--- src/rtl/fifo_word_serializer.sv ---
`default_nettype none
// ============================================================================
//  Module   : fifo_word_serializer
//  Purpose  : Splits SIZE-bit words taken from a valid/ready slave port into
//             RATIO beats of OUT_W bits on a valid/ready master port, least-
//             significant slice first, with m_last on the final beat. A new
//             word can be taken on the same cycle the last beat of the held
//             word leaves, so back-to-back words stream without a bubble.
//  Ports    : clk, rst      - rising-edge clock, async active-high reset
//             s_valid/s_ready/s_data  - word input handshake and payload
//             m_valid/m_ready/m_data  - beat output handshake and payload
//             m_last        - final beat of the current word
//             busy          - a word is held (mirrors m_valid)
//  Revision : 1.0 - initial release
// ============================================================================
module fifo_word_serializer #(
   parameter int SIZE  = 32,
   parameter int OUT_W = 8,
   parameter int RATIO = SIZE / OUT_W,
   parameter int CNTW  = $clog2(RATIO)
) (
   input  logic             clk,
   input  logic             rst,
   input  logic             s_valid,
   output logic             s_ready,
   input  logic [SIZE-1:0]  s_data,
   output logic             m_valid,
   input  logic             m_ready,
   output logic [OUT_W-1:0] m_data,
   output logic             m_last,
   output logic             busy
);

   localparam logic [CNTW-1:0] LAST_CNT = CNTW'(RATIO - 1);

   typedef enum logic [0:0] {
      ST_EMPTY = 1'b0,
      ST_SHIFT = 1'b1
   } state_t;

   state_t          state_q, state_d;
   logic [SIZE-1:0] hold_q,  hold_d;
   logic [CNTW-1:0] cnt_q,   cnt_d;

   logic loaded;
   logic s_hs;
   logic m_hs;

   assign loaded  = (state_q == ST_SHIFT);
   assign m_valid = loaded;
   assign busy    = loaded;
   assign m_last  = loaded && (cnt_q == LAST_CNT);

   // Combinational m_ready -> s_ready path: the slot frees up in the very
   // cycle the last beat is consumed, which is what removes the bubble.
   assign s_ready = !loaded || (m_ready && m_last);

   assign s_hs = s_valid && s_ready;
   assign m_hs = m_valid && m_ready;

   // Beat select as an explicit mux over slice indices.
   always_comb begin
      m_data = '0;
      for (int i = 0; i < RATIO; i++) begin
         if (cnt_q == CNTW'(i)) begin
            m_data = hold_q[i*OUT_W +: OUT_W];
         end
      end
   end

   always_comb begin
      state_d = state_q;
      hold_d  = hold_q;
      cnt_d   = cnt_q;
      case (state_q)
         ST_EMPTY: begin
            if (s_hs) begin
               hold_d  = s_data;
               cnt_d   = '0;
               state_d = ST_SHIFT;
            end
         end
         ST_SHIFT: begin
            if (m_hs) begin
               if (!m_last) begin
                  cnt_d = cnt_q + CNTW'(1);
               end else if (s_hs) begin
                  // Reload in place: stay in SHIFT with beat 0 of the new word.
                  hold_d = s_data;
                  cnt_d  = '0;
               end else begin
                  cnt_d   = '0;
                  state_d = ST_EMPTY;
               end
            end
         end
         default: begin
            state_d = ST_EMPTY;
            cnt_d   = '0;
         end
      endcase
   end

   always_ff @(posedge clk or posedge rst) begin
      if (rst) begin
         state_q <= ST_EMPTY;
         hold_q  <= '0;
         cnt_q   <= '0;
      end else begin
         state_q <= state_d;
         hold_q  <= hold_d;
         cnt_q   <= cnt_d;
      end
   end

endmodule
`default_nettype wire

--- config.mk ---
export PLATFORM = sky130hd
export DESIGN_NAME = fifo_word_serializer
export DESIGN_NICKNAME = d
export VERILOG_FILES = /design/src/rtl/fifo_word_serializer.sv
export SDC_FILE = /design/constraint.sdc
export NUM_CORES = 1
export LEC_CHECK = 0
export BUFFER_PORTS_ARGS = -buffer_cell sky130_fd_sc_hd__buf_2
export CAP_MARGIN = 20
export CELL_PAD_IN_SITES_DETAIL_PLACEMENT = 1
export CELL_PAD_IN_SITES_GLOBAL_PLACEMENT = 1
export CORE_ASPECT_RATIO = 0.8
export CORE_MARGIN = 1
export CORE_UTILIZATION = 40
export CTS_BUF_LIST = sky130_fd_sc_hd__clkbuf_8
export CTS_CLUSTER_SIZE = 16
export DETAILED_ROUTE_END_ITERATION = 6
export PLACE_DENSITY = 0.78
export SETUP_SLACK_MARGIN = 0.1
export SYNTH_ARGS = -nofsm -noshare
export SYNTH_HDL_FRONTEND = slang
export SYNTH_SLANG_ARGS = --single-unit
--- constraint.sdc ---
create_clock -name clk -period 2 [get_ports clk]
set_clock_uncertainty 0.2 [all_clocks]
set_input_delay 0.2 -clock clk [delete_from_list [all_inputs] [get_ports clk]]
set_output_delay 0.2 -clock clk [all_outputs]
set_load 0.01 [all_outputs]
==> metrics.md <==
| Metric | Value |
|---|---|
| Slew Limit Fails | 0 |
| Max IR drop VDD | between 700 and 800 uV |
| N_diodes | 0 |
| Max Cap Violations | 0 |
| Core Util, Final | 0.652 |
| Crit path buffers/inverters | 3 |
| Fin. Hold Viols | 0 |
| Sequential-to-total area share from yosys stat | 0.486 |
| Slowest stage delay, CP | 420 ps |
| Total core area | ~0.0043 mm^2 |
| GRT overflow | 0 |
| CP cell instances | ha_4 > buf_6 > clkinvlp_4 > o22ai_2 > a31oi_1 > buf_2 |
| Post-DRT Antenna Nets | 0 |
| Post-synth ARST share | 1.00 |
| Least-Margin Pin Slew | between 400 and 500 ps |
| Setup crit start kind | register |
| Synth unique cells | 22 |
| Die Y | 62.1 um |
| WP data required | 1600 ps |
| Vias/cell | around 5.1 |
| Endpoints failing setup | 8 |
| WL met1 | 2460 um |
| Clock Latency Late Sink | about 290 ps |
| DR vias | roughly 1,400 |
| Period utilisation layout | 1.08 |
| Commonest non-fill, non-tap cells in the layout | buf_2 (45), dfrtp_1 (33), dlygate4sd3_1 (33) |
| Main flop type after synthesis | dfrtp_1 |
| Global Route Usage Sum | 0.247 |
| Root Buffer | clkbuf_8 |
| Commonest non-fill, non-tap cell in the layout | buf_2 |
| Largest net degree at the start of global routing | 36 |
| First-pass GRT wire length | a little over 8000 um |
| Min Tclk post-route | 2150 ps |
| Synth-to-Final Area Change | 53.9% |
| Met3 wire length | between 200 and 250 um |
| Tot Pwr | between 4 and 5 mW |
| Syn Nets | approximately 170 |
| TritonCTS clock tree | built |
| Pleak | ~1.3 nW |
| Post-Synthesis Cells | ~130 |
| EDFF count, synth | 0 |
| # nets final | between 200 and 300 |
| Buffers on Ports | 47 |
| Setup CP Type | register to output port |
| Status | finished, violations left |
| Yosys reg bits | 35 |
| Vias in the first global route | roughly 1,500 |
| Unrepaired setup endpoints after global routing | yes |
| Failing checks | setup timing |
| Clock sink total | 35 |
| Max clock buf depth | 2 |
| Hold Slack | 31.0 ps |
| Top sig layer | met4 |
| Post-Route WL | about 5900 um |
| Crit path max-delay cell type | dfrtp_2 |
| DRC | 0 |
| Detail Placement HPWL | between 3000 and 4000 um |
| CTS buffer count | 5 |
| Ys Warns | 0 |
| Antenna violations before repair | 0 |
| Starting Density | 0.424 |
| Synth Cell Area | roughly 0.0018 mm^2 |
| PD cells | 1550 mW/mm^2 |
| Critical Path Sink Type | output port |
| TNS Setup | -930 ps |
| Die footprint | 0.00478 mm^2 |
| Ports | 48 |
| Peak fanout along the critical path | 8 |
| Peak Freq | 464 MHz |
| CP Data Arrival Time | between 1500 and 2000 ps |
| Metal2 WL | 3110 um |
| Pre-antenna DRT Iters | 4 |
| Rel. slew slack | 0.693 |
| Reg clk slew, reported paths | 70 ps |
| Die X | 77.1 um |
| Avg Cell Area, Syn | ~14 um^2 |
| H-tree lvl count | 2 |
| Wire per inst | approximately 21 um |
| Gpl congestion | 0.793 |
| Fillers | ~430 |
| Kind of cell adding the most delay to the critical path | buffers and inverters |
| Rows | 21 |
| Share of cells above drive strength 1 | 0.557 |
| DR iter-0 viols | 52 |
| Worst min path class | primary input to register |
| Final Worst Setup Slack | -154 ps |
## final cells by class
class                   instances  area (um^2)  share of cell area
flip-flops and latches         35          878               0.317
inverters                       4         18.8             0.00676
well taps                      57         71.3              0.0257
clock inverters                 1         3.75             0.00135
clock buffers                   7         96.3              0.0347
multi-input cells              84         1050               0.378
repair buffers                 90          657               0.237
## power by group
group / internal, mW / switching (mW)
registers: 1.07 / 0.325
logic: 1.28 / 1.06
clock network: 0.309 / 0.256
total: 2.66 / 1.64
## state kept, by name, indices dropped and copies added, names as in the netlist
register / flops
busy: 1
cnt_q: 2
hold_q: 32
## metrics by stage
step	instance area [um^2]	setup WS, ps	cells
3_5_place_dp	2050	77.2	227
2_1_floorplan	1800	174	127
6_report	2780	-154	278
5_1_grt	2780	-216	278
4_1_cts	2610	-137	273
3_3_place_gp	2050	157	227
## final timing paths
kind                            from    endpoint  slack [ps]  cells past startpoint
max                         cnt_q[0]   m_data[1]        -150                      6
min                          m_ready    cnt_q[1]          30                      2
max reg2reg                 cnt_q[0]  hold_q[19]         120                      5
min reg2reg                hold_q[2]   hold_q[2]         320                      1
max in group asynchronous        rst    cnt_q[0]         890                      4
min in group asynchronous        rst  hold_q[24]         350                      4
## Yosys cell counts, types with 2 or more instances
| cell | count | area (um^2) |
|---|---|---|
| ha_1 | 4 | 50.1 |
| dfrtp_1 | 35 | 876 |
| nor2_1 | 5 | 18.8 |
| buf_12 | 3 | 60.1 |
| nand3b_1 | 8 | 60.1 |
| a32o_1 | 2 | 20.0 |
| a31oi_1 | 8 | 50.1 |
| mux2_4 | 30 | 450 |
| o2bb2ai_1 | 3 | 26.3 |
| nand2_1 | 8 | 30.0 |
| inv_1 | 4 | 15.0 |
| clkbuf_1 | 2 | 7.51 |
| o22ai_1 | 5 | 31.3 |
| mux2_2 | 2 | 22.5 |
## logic make-up (layout without fill, tap and decap cells)
kind of cell,Yosys count,after routing,share of synthesized area
flops,35,35,0.486
mux,33,33,0.268
simple gates,25,28,0.0826
compound gates,19,19,0.0798
buf+inv,11,102,0.0562
fa+ha+maj,4,4,0.0278
## timing repair
action                                 4_1_cts  5_1_grt
hold buffers                                33        0
cloned                                       1        2
endpoints found under the hold margin       67        0
pin swaps                                    5        6
gates resized for setup                     18       19
setup buffers                                4        3
setup endpoints to repair                   10       42
## routing by layer
layer,vias to the layer above,global-route usage
met5,-,0
met1,720,0.270
li1,648,-
met4,0,0.0997
met2,49,0.480
met3,9,0.0599
Note: power is estimated with default switching activity, not from simulation.
